### src/rtl/dmem_result_monitor.sv
// dmem_result_monitor: data RAM for the single-cycle MIPS core.
// A sticky status FSM watches the same store stream and reports
// pass / fail / timeout in hardware.
module dmem_result_monitor #(
  parameter int unsigned DEPTH        = 64,
  parameter logic [31:0] PASS_ADDR    = 32'd84,
  parameter logic [31:0] PASS_DATA    = 32'd0,
  parameter logic [31:0] SCRATCH_ADDR = 32'd80,
  parameter int unsigned TIMEOUT      = 1000,
  parameter int unsigned CNT_W        = 16
) (
  input  logic             clk,
  input  logic             reset,
  input  logic             memwrite,
  input  logic [31:0]      dataadr,
  input  logic [31:0]      writedata,
  output logic [31:0]      readdata,
  output logic             done,
  output logic             pass,
  output logic             fail,
  output logic             timeout,
  output logic [CNT_W-1:0] write_count,
  output logic [31:0]      fail_addr,
  output logic [31:0]      fail_data
);

  // DEPTH is assumed to be at least 2 so the word index has one or more bits.
  localparam int unsigned AW = $clog2(DEPTH);
  // The cycle counter must hold TIMEOUT itself: it still ticks on the timeout edge.
  localparam int unsigned TW = $clog2(TIMEOUT + 1);
  localparam logic [TW-1:0] TLAST     = TW'(TIMEOUT - 1);
  localparam logic [32:0]   RAM_BYTES = 33'(DEPTH) << 2;

  typedef enum logic [1:0] {
    S_RUN     = 2'd0,
    S_PASS    = 2'd1,
    S_FAIL    = 2'd2,
    S_TIMEOUT = 2'd3
  } state_t;

  state_t           state_q;
  logic [TW-1:0]    cnt_q;
  logic [CNT_W-1:0] wc_q, wc_d;
  logic [31:0]      fa_q, fd_q;

  logic [31:0] mem [DEPTH];
  logic [AW-1:0] idx;
  logic          in_range, aligned, ram_we;

  assign idx      = dataadr[AW+1:2];
  assign in_range = ({1'b0, dataadr} < RAM_BYTES);
  assign aligned  = (dataadr[1:0] == 2'b00);
  // Stores are ignored while reset is held; the RAM itself is never cleared.
  assign ram_we   = reset & memwrite & aligned & in_range;

  // Data RAM write port, active in every FSM state.
  always_ff @(posedge clk) begin
    if (ram_we) mem[idx] <= writedata;
  end

  // Combinational load; out-of-range addresses read as zero.
  assign readdata = in_range ? mem[idx] : 32'd0;

  // Saturating store counter next value.
  always_comb begin
    wc_d = wc_q;
    if (wc_q != {CNT_W{1'b1}}) wc_d = wc_q + 1'b1;
  end

  // Status FSM: store evaluation takes priority over the timeout check,
  // except that a scratch store on the last cycle still times out.
  always_ff @(posedge clk or negedge reset) begin
    if (!reset) begin
      state_q <= S_RUN;
      cnt_q   <= '0;
      wc_q    <= '0;
      fa_q    <= '0;
      fd_q    <= '0;
    end else if (state_q == S_RUN) begin
      cnt_q <= cnt_q + 1'b1;
      if (memwrite) begin
        wc_q <= wc_d;
        if (dataadr == PASS_ADDR) begin
          if (writedata == PASS_DATA) begin
            state_q <= S_PASS;
          end else begin
            state_q <= S_FAIL;
            fa_q    <= dataadr;
            fd_q    <= writedata;
          end
        end else if (dataadr == SCRATCH_ADDR) begin
          if (cnt_q == TLAST) state_q <= S_TIMEOUT;
        end else begin
          state_q <= S_FAIL;
          fa_q    <= dataadr;
          fd_q    <= writedata;
        end
      end else if (cnt_q == TLAST) begin
        state_q <= S_TIMEOUT;
      end
    end
  end

  assign pass        = (state_q == S_PASS);
  assign fail        = (state_q == S_FAIL);
  assign timeout     = (state_q == S_TIMEOUT);
  assign done        = pass | fail | timeout;
  assign write_count = wc_q;
  assign fail_addr   = fa_q;
  assign fail_data   = fd_q;

endmodule

### config.mk
export PLATFORM = sky130hd
export DESIGN_NAME = dmem_result_monitor
export DESIGN_NICKNAME = d
export VERILOG_FILES = /design/src/rtl/dmem_result_monitor.sv
export SDC_FILE = /design/constraint.sdc
export NUM_CORES = 2
export LEC_CHECK = 0
export BUFFER_PORTS_ARGS = -buffer_cell sky130_fd_sc_hd__buf_2
export CAP_MARGIN = 20
export CELL_PAD_IN_SITES_DETAIL_PLACEMENT = 0
export CELL_PAD_IN_SITES_GLOBAL_PLACEMENT = 1
export CORE_UTILIZATION = 46
export DETAILED_ROUTE_END_ITERATION = 10
export HOLD_SLACK_MARGIN = 0.05
export PLACE_DENSITY_LB_ADDON = 0.1
export SLEW_MARGIN = 20
export SYNTH_ARGS = -nofsm -noshare
export SYNTH_HDL_FRONTEND = slang
export SYNTH_SLANG_ARGS = --single-unit
### constraint.sdc
create_clock -name clk -period 3.2 [get_ports clk]
set_input_delay 0.32 -clock clk [delete_from_list [all_inputs] [get_ports clk]]
set_output_delay 0.32 -clock clk [all_outputs]
set_load 0.005 [all_outputs]
# --- Word-level counts from Yosys, hierarchy flattened ---
# Memory sizes are Yosys's and may differ from the RTL's.
# Index checks and enable logic that the tools add are counted.
word_totals:
  out_inout_bits: 116
  latchBits: 0
  romBits: 0
  mem_bits_rw: 2048
  memories: 1
  ff_bits: 92
  input_bits: 67
  wordCells: 42
classes:
  add_sub_neg: 2
  n_lt_le_gt_ge: 1
  eq_ne: 9
  mux: 14
  n_shift: 0
  multipliers: 0
  n_reduce_logical: 5
  bitwise: 5
  div: 0
memory_table:
  columns: ["name", "depth", "width", "read_ports", "rd_ports_with_merged_regs", "wr", "line_no", "rtl"]
  rows:
  - ["mem", 64, 32, 1, 0, 1, "46", "logic [31:0] mem [DEPTH];"]
ops:
  columns: ["operator", "n"]
  rows:
  - ["two-way mux 32 bit", 7]
  - ["== test 32 x 7 -> 1 bit, second input constant", 2]
  - ["logical NOT 32 bit", 1]
  - ["less-than comparator 32 x 9 -> 1 bit, second input constant", 1]
  - ["adder 16 x 1 -> 16 bit, second input constant", 1]
  - ["inequality test 16 bit, second input constant", 1]
  - ["adder 10 x 1 -> 10 bit, second input constant", 1]
  - ["== test 10 bit, second input constant", 1]
  - ["two-way mux 2 bit", 5]
  - ["== test 2 bit, second input constant", 2]
  - ["logical NOT 2 bit", 2]
  - ["inequality test 2 bit, second input constant", 2]
  - ["AND reduction 4 bit", 1]
  - ["AND 1 bit", 3]
  - ["AND reduction 3 bit", 1]
  - ["== test 2 x 1 -> 1 bit, second input constant", 1]
  - ["two-way mux 1 bit", 2]
  - ["bitwise OR 1 bit", 2]

# --- Depth between registers and ports, before layout ---
logic_depth:
  depth_word: 5
  ltp_mapped: 10

# --- Worst setup path after synthesis ---
# OpenSTA, ideal clock, no wires.
synth_path:
  path_type: "input port to flip-flop"
  start: "input dataadr[2]"
  end: "memory mem[17][0] (enable)"
  path_buffers: 6
  path_stages: 9
  t_required_ns: 2.779
  setup_slack_ns: -0.318
  arrival_time_ns: 3.097
  cell_sequence: "buf_6 > buf_6 > buf_6 > buf_6 > buf_6 > buf_6 > and3_1 > nand4_1 > nor2_1"
synth_between:
  elab_chain_cells: 4
synth_rtl:
  columns: ["element", "line_no", "rtl"]
  rows:
  - ["start: declaration", "15", "input logic [31:0] dataadr,"]
  - ["less-than comparator 32 x 9 -> 1 bit", "51", "assign in_range = ({1'b0, dataadr} < RAM_BYTES);"]
  - ["AND 1 bit", "54", "assign ram_we = reset & memwrite & aligned & in_range;"]
  - ["two-way mux 1 bit", "58", "if (ram_we) mem[idx] <= writedata;"]
  - ["two-way mux 1 bit (not written as such)", "58", null]
  - ["end: declaration", "46", null]
# Parallel ways exist; a longest one is shown, timed or not.

# --- Worst setup path after layout ---
layout_path:
  start: "memory mem[31][31]"
  end: "output readdata[31]"
layout_between:
  elab_chain_cells: 2
layout_rtl:
  columns: ["element", "line_no", "rtl"]
  rows:
  - ["memory (64 x 32 bit)", null, null]
  - ["two-way mux 32 bit", "62", "assign readdata = in_range ? mem[idx] : 32'd0;"]
  - ["end: declaration", "17", "output logic [31:0] readdata,"]
# Every way passes these cells.

==> impl_metrics.env <==
export IMPL_final_layout_size_suffix_gt1_share_pct=37.2
export IMPL_status="complete, but fails checks"
export IMPL_die_x_um=424
export IMPL_pre_cts_slack_ns=-0.0845
export IMPL_final_common_cell="edfxtp_1"
export IMPL_synth_nets=3582
export IMPL_grt_first_pass_wirelength_um=327000
export IMPL_slew_headroom_pct=31.2
export IMPL_gp_congestion=0.815
export IMPL_finalCriticalPeriod_ns=3.24
export IMPL_power_frac_seq_pct=53.1
export IMPL_path_cells="mux4_2, mux4_2, o211ai_1, buf_4, nor2_4, buf_2"
export IMPL_finalWirelength_um=234000
export IMPL_synth_cells=3513
export IMPL_ys_seq_elements=2140
export IMPL_antenna_found_initial=13
export IMPL_yosys_area_share_simple_pct=1.46
export IMPL_netlist_area_um2=82000
export IMPL_nets=4226
export IMPL_ir_worst_vdd_mv=0.561
export IMPL_insertion_delay_ns=0.85
export IMPL_async_reset_ff_share_pct=4.30
export IMPL_vias=40400
export IMPL_grt_ovfl_total=0
export IMPL_fmax_mhz=309
export IMPL_cts_buffers=215
export IMPL_utilization_pct=55.1
export IMPL_netSwitchingPower_mw=12.1
export IMPL_first_pass_iters=5
export IMPL_critPathKind="reg2out"
export IMPL_drt_iter0_markers=4937
export IMPL_violations="negative setup slack"
export IMPL_worst_slack_ns=-0.0356
export IMPL_synth_xor_area_share_pct=0.256
export IMPL_combPwrFrac_pct=5.1
export IMPL_dp_hpwl_um=141000
export IMPL_dp_cells=6248
export IMPL_fp_row_count=154
export IMPL_grt_usage_pct=26.3
export IMPL_crit_fanout=1
export IMPL_crit_path_top_delay_cell="mux4_2"
export IMPL_synth_edf_count=2048
export IMPL_synth_warnings=0
export IMPL_hold_path_class="in2reg"
export IMPL_n_fill_cell=13100
export IMPL_ys_types=52
export IMPL_worstPathArrival_ns=2.92
export IMPL_grt_start_max_net_pins=70
export IMPL_synth_top_family_by_area="multiplexers"
export IMPL_htreeDepth=4
export IMPL_maxCapViolCount=0
export IMPL_max_stage_delay_ns=0.55
export IMPL_hold_viol_final=0
export IMPL_power_density_nw_per_um2=595
export IMPL_grt_busiest_layer="met2"
export IMPL_most_common_layout_cells="edfxtp_1 (2048), mux4_2 (559), buf_4 (258)"
export IMPL_cts_sinks=2140
export IMPL_grt_use_met3_pct=4.55
export IMPL_syn_area_per_cell_um2=23.4
export IMPL_switching_share_pct=21.0
export IMPL_globalRouteMet1Util_pct=37.1
export IMPL_tightestPinTransition_ns=1.02
export IMPL_antenna_left=0
export IMPL_slew_violations=0
export IMPL_ios=183
export IMPL_rsz0062_at_grt="true"
export IMPL_path_common_cell="mux4_2"
export IMPL_end_kind="primary output"
export IMPL_first_global_vias=41800
export IMPL_clockBufferDepth=3
export IMPL_drc=0
export IMPL_syn2layout_area_growth_pct=18.6
export IMPL_fp_coreArea_um2=177000
export IMPL_worstPathRequired_ns=2.88
export IMPL_io_buffer_count=182
export IMPL_root_buffer="clkbuf_16"
export IMPL_muxShareOfSynthArea_pct=18.0
export IMPL_grtUsageMet2_pct=42.5
export IMPL_clkTransAtPathRegs_ns=0.06
export IMPL_finClkSkew_ns=0.0164
export IMPL_finalSetupViolations=2
export IMPL_dieHeight_um=424
export IMPL_synth_compound_area_share_pct=1.25
export IMPL_die_area_um2=180000
export IMPL_initial_utilization_pct=46.4
export IMPL_critPathLaunchType="register"
export IMPL_period_share_pct=101
export IMPL_whs_ns=0.119
export IMPL_p_clk_share_pct=41.8
export IMPL_p_leak_nw=31.6
export IMPL_synth_flop_cell="edfxtp_1"
export IMPL_internal_power_mw=45.7
export IMPL_fin_cells=6674
export IMPL_wl_per_cell_um=35.1
export IMPL_synthAdderAreaFrac_pct=0.0305
export IMPL_cts_tree="done"
export IMPL_avgViaCountPerCell=6.05
export IMPL_synth_yosys_seq_area_share_pct=77.8
[power groups by stage]
stage	clock (mW)	combinational, mW	sequential [mW]
2_1_floorplan	0	1.37	31.3
3_3_place_gp	0	2.80	31.3
3_5_place_dp	0	2.88	31.3
4_1_cts	24.6	2.93	30.7
5_1_grt	25.6	3.08	30.7
6_report	24.2	2.94	30.7
[synthesized netlist by cell type (all sizes together) (2+ instances only)]
library cell / number / area (µm²)
a211oi: 4 / 35.0
a21oi: 11 / 66.3
a221oi: 2 / 17.5
a22oi: 41 / 308
and2: 4 / 25.0
and3: 6 / 37.5
and4: 6 / 52.6
buf: 117 / 759
clkbuf: 62 / 233
dfrtp: 92 / 2300
edfxtp: 2048 / 61500
ha: 2 / 25.0
inv: 3 / 11.3
mux2: 84 / 946
mux2i: 124 / 1240
mux4: 559 / 12600
nand2: 36 / 135
nand2b: 5 / 31.3
nand3: 21 / 105
nand4: 15 / 93.8
nor2: 107 / 402
nor2b: 10 / 62.6
nor3: 15 / 75.1
nor3b: 2 / 15.0
nor4: 17 / 121
o2111ai: 2 / 17.5
o211ai: 14 / 105
o21ai: 13 / 65.1
o21bai: 9 / 67.6
o22ai: 40 / 250
o311ai: 2 / 17.5
o31ai: 3 / 22.5
or2: 2 / 12.5
or3b: 2 / 17.5
xnor2: 15 / 131
xor2: 9 / 78.8
[repair_timing]
action | in CTS | in global routing
setup buffers | 0 | 0
gates resized for setup | 25 | 31
pin swaps | 13 | 14
setup endpoints to repair | 24 | 21
hold buffers | 35 | 0
hold endpoints to repair | 139 | 0
[sequential cells by signal, summed over array words and instances, names as in the netlist]
name	cells
mem	2048
fail_addr	32
fail_data	32
write_count	16
cnt_q	10
state_q	2
[layer usage]
metal	up-vias	share of wire (%)
li1	16300	-
met1	22100	41
met2	1706	49
met3	300	7.6
met4	2	2.7
met5	-	0.0051
[kinds of logic after synthesis]
kind of cell | after synthesis
flip-flops | 2140
multiplexers | 767
AND/OR/NAND/NOR | 250
buffers and inverters | 183
AO/OA/AOI/OAI | 147
XOR/XNOR | 24
adder cells (fa/ha/maj) | 2
[critical path: cells and delay by family, from the launching register on]
family                 cells  cell delay (ns)
buffers and inverters      2             0.33
AND/OR/NAND/NOR            1             0.05
AO/OA/AOI/OAI              1             0.24
flip-flops                 1             0.37
multiplexers               2             1.05
[path summary, 6_finish.rpt]
check | startpoint | end | slack [ns] | depth (start not counted)
max in group asynchronous | reset | write_count[7] | 2.31 | 3
max reg2reg | state_q[1] | write_count[8] | 0.91 | 5
max | mem[31][31] | readdata[31] | -0.04 | 6
min in group asynchronous | reset | fail_data[9] | 0.18 | 3
min | dataadr[7] | fail_addr[7] | 0.12 | 3
min reg2reg | cnt_q[9] | cnt_q[9] | 0.46 | 1
[per-stage QoR]
| step | total power [mW] | area, µm² | TNS [ns] |
|---|---|---|---|
| 3_5_place_dp | 34.2 | 90000 | -0.632 |
| 5_1_grt | 59.5 | 97300 | -0.407 |
| 6_report | 57.9 | 97300 | -0.0568 |
| 2_1_floorplan | 32.7 | 82000 | -644.20 |
| 4_1_cts | 58.3 | 97200 | -0.890 |
| 3_3_place_gp | 34.1 | 90000 | -0.194 |
[cell type report]
cell class	count	area, µm²	share of cell area [%]
sequential	2140	63800	65.6
multi-input combinational	1190	18000	18.5
clock buffer	293	5860	6.02
timing repair buffer	606	5840	6.00
tap	2340	2930	3.01
clock inverter	100	863	0.887
inverter	4	17.5	0.0180
antenna	1	2.50	0.00257
Note: power is estimated with default switching activity, not from simulation.
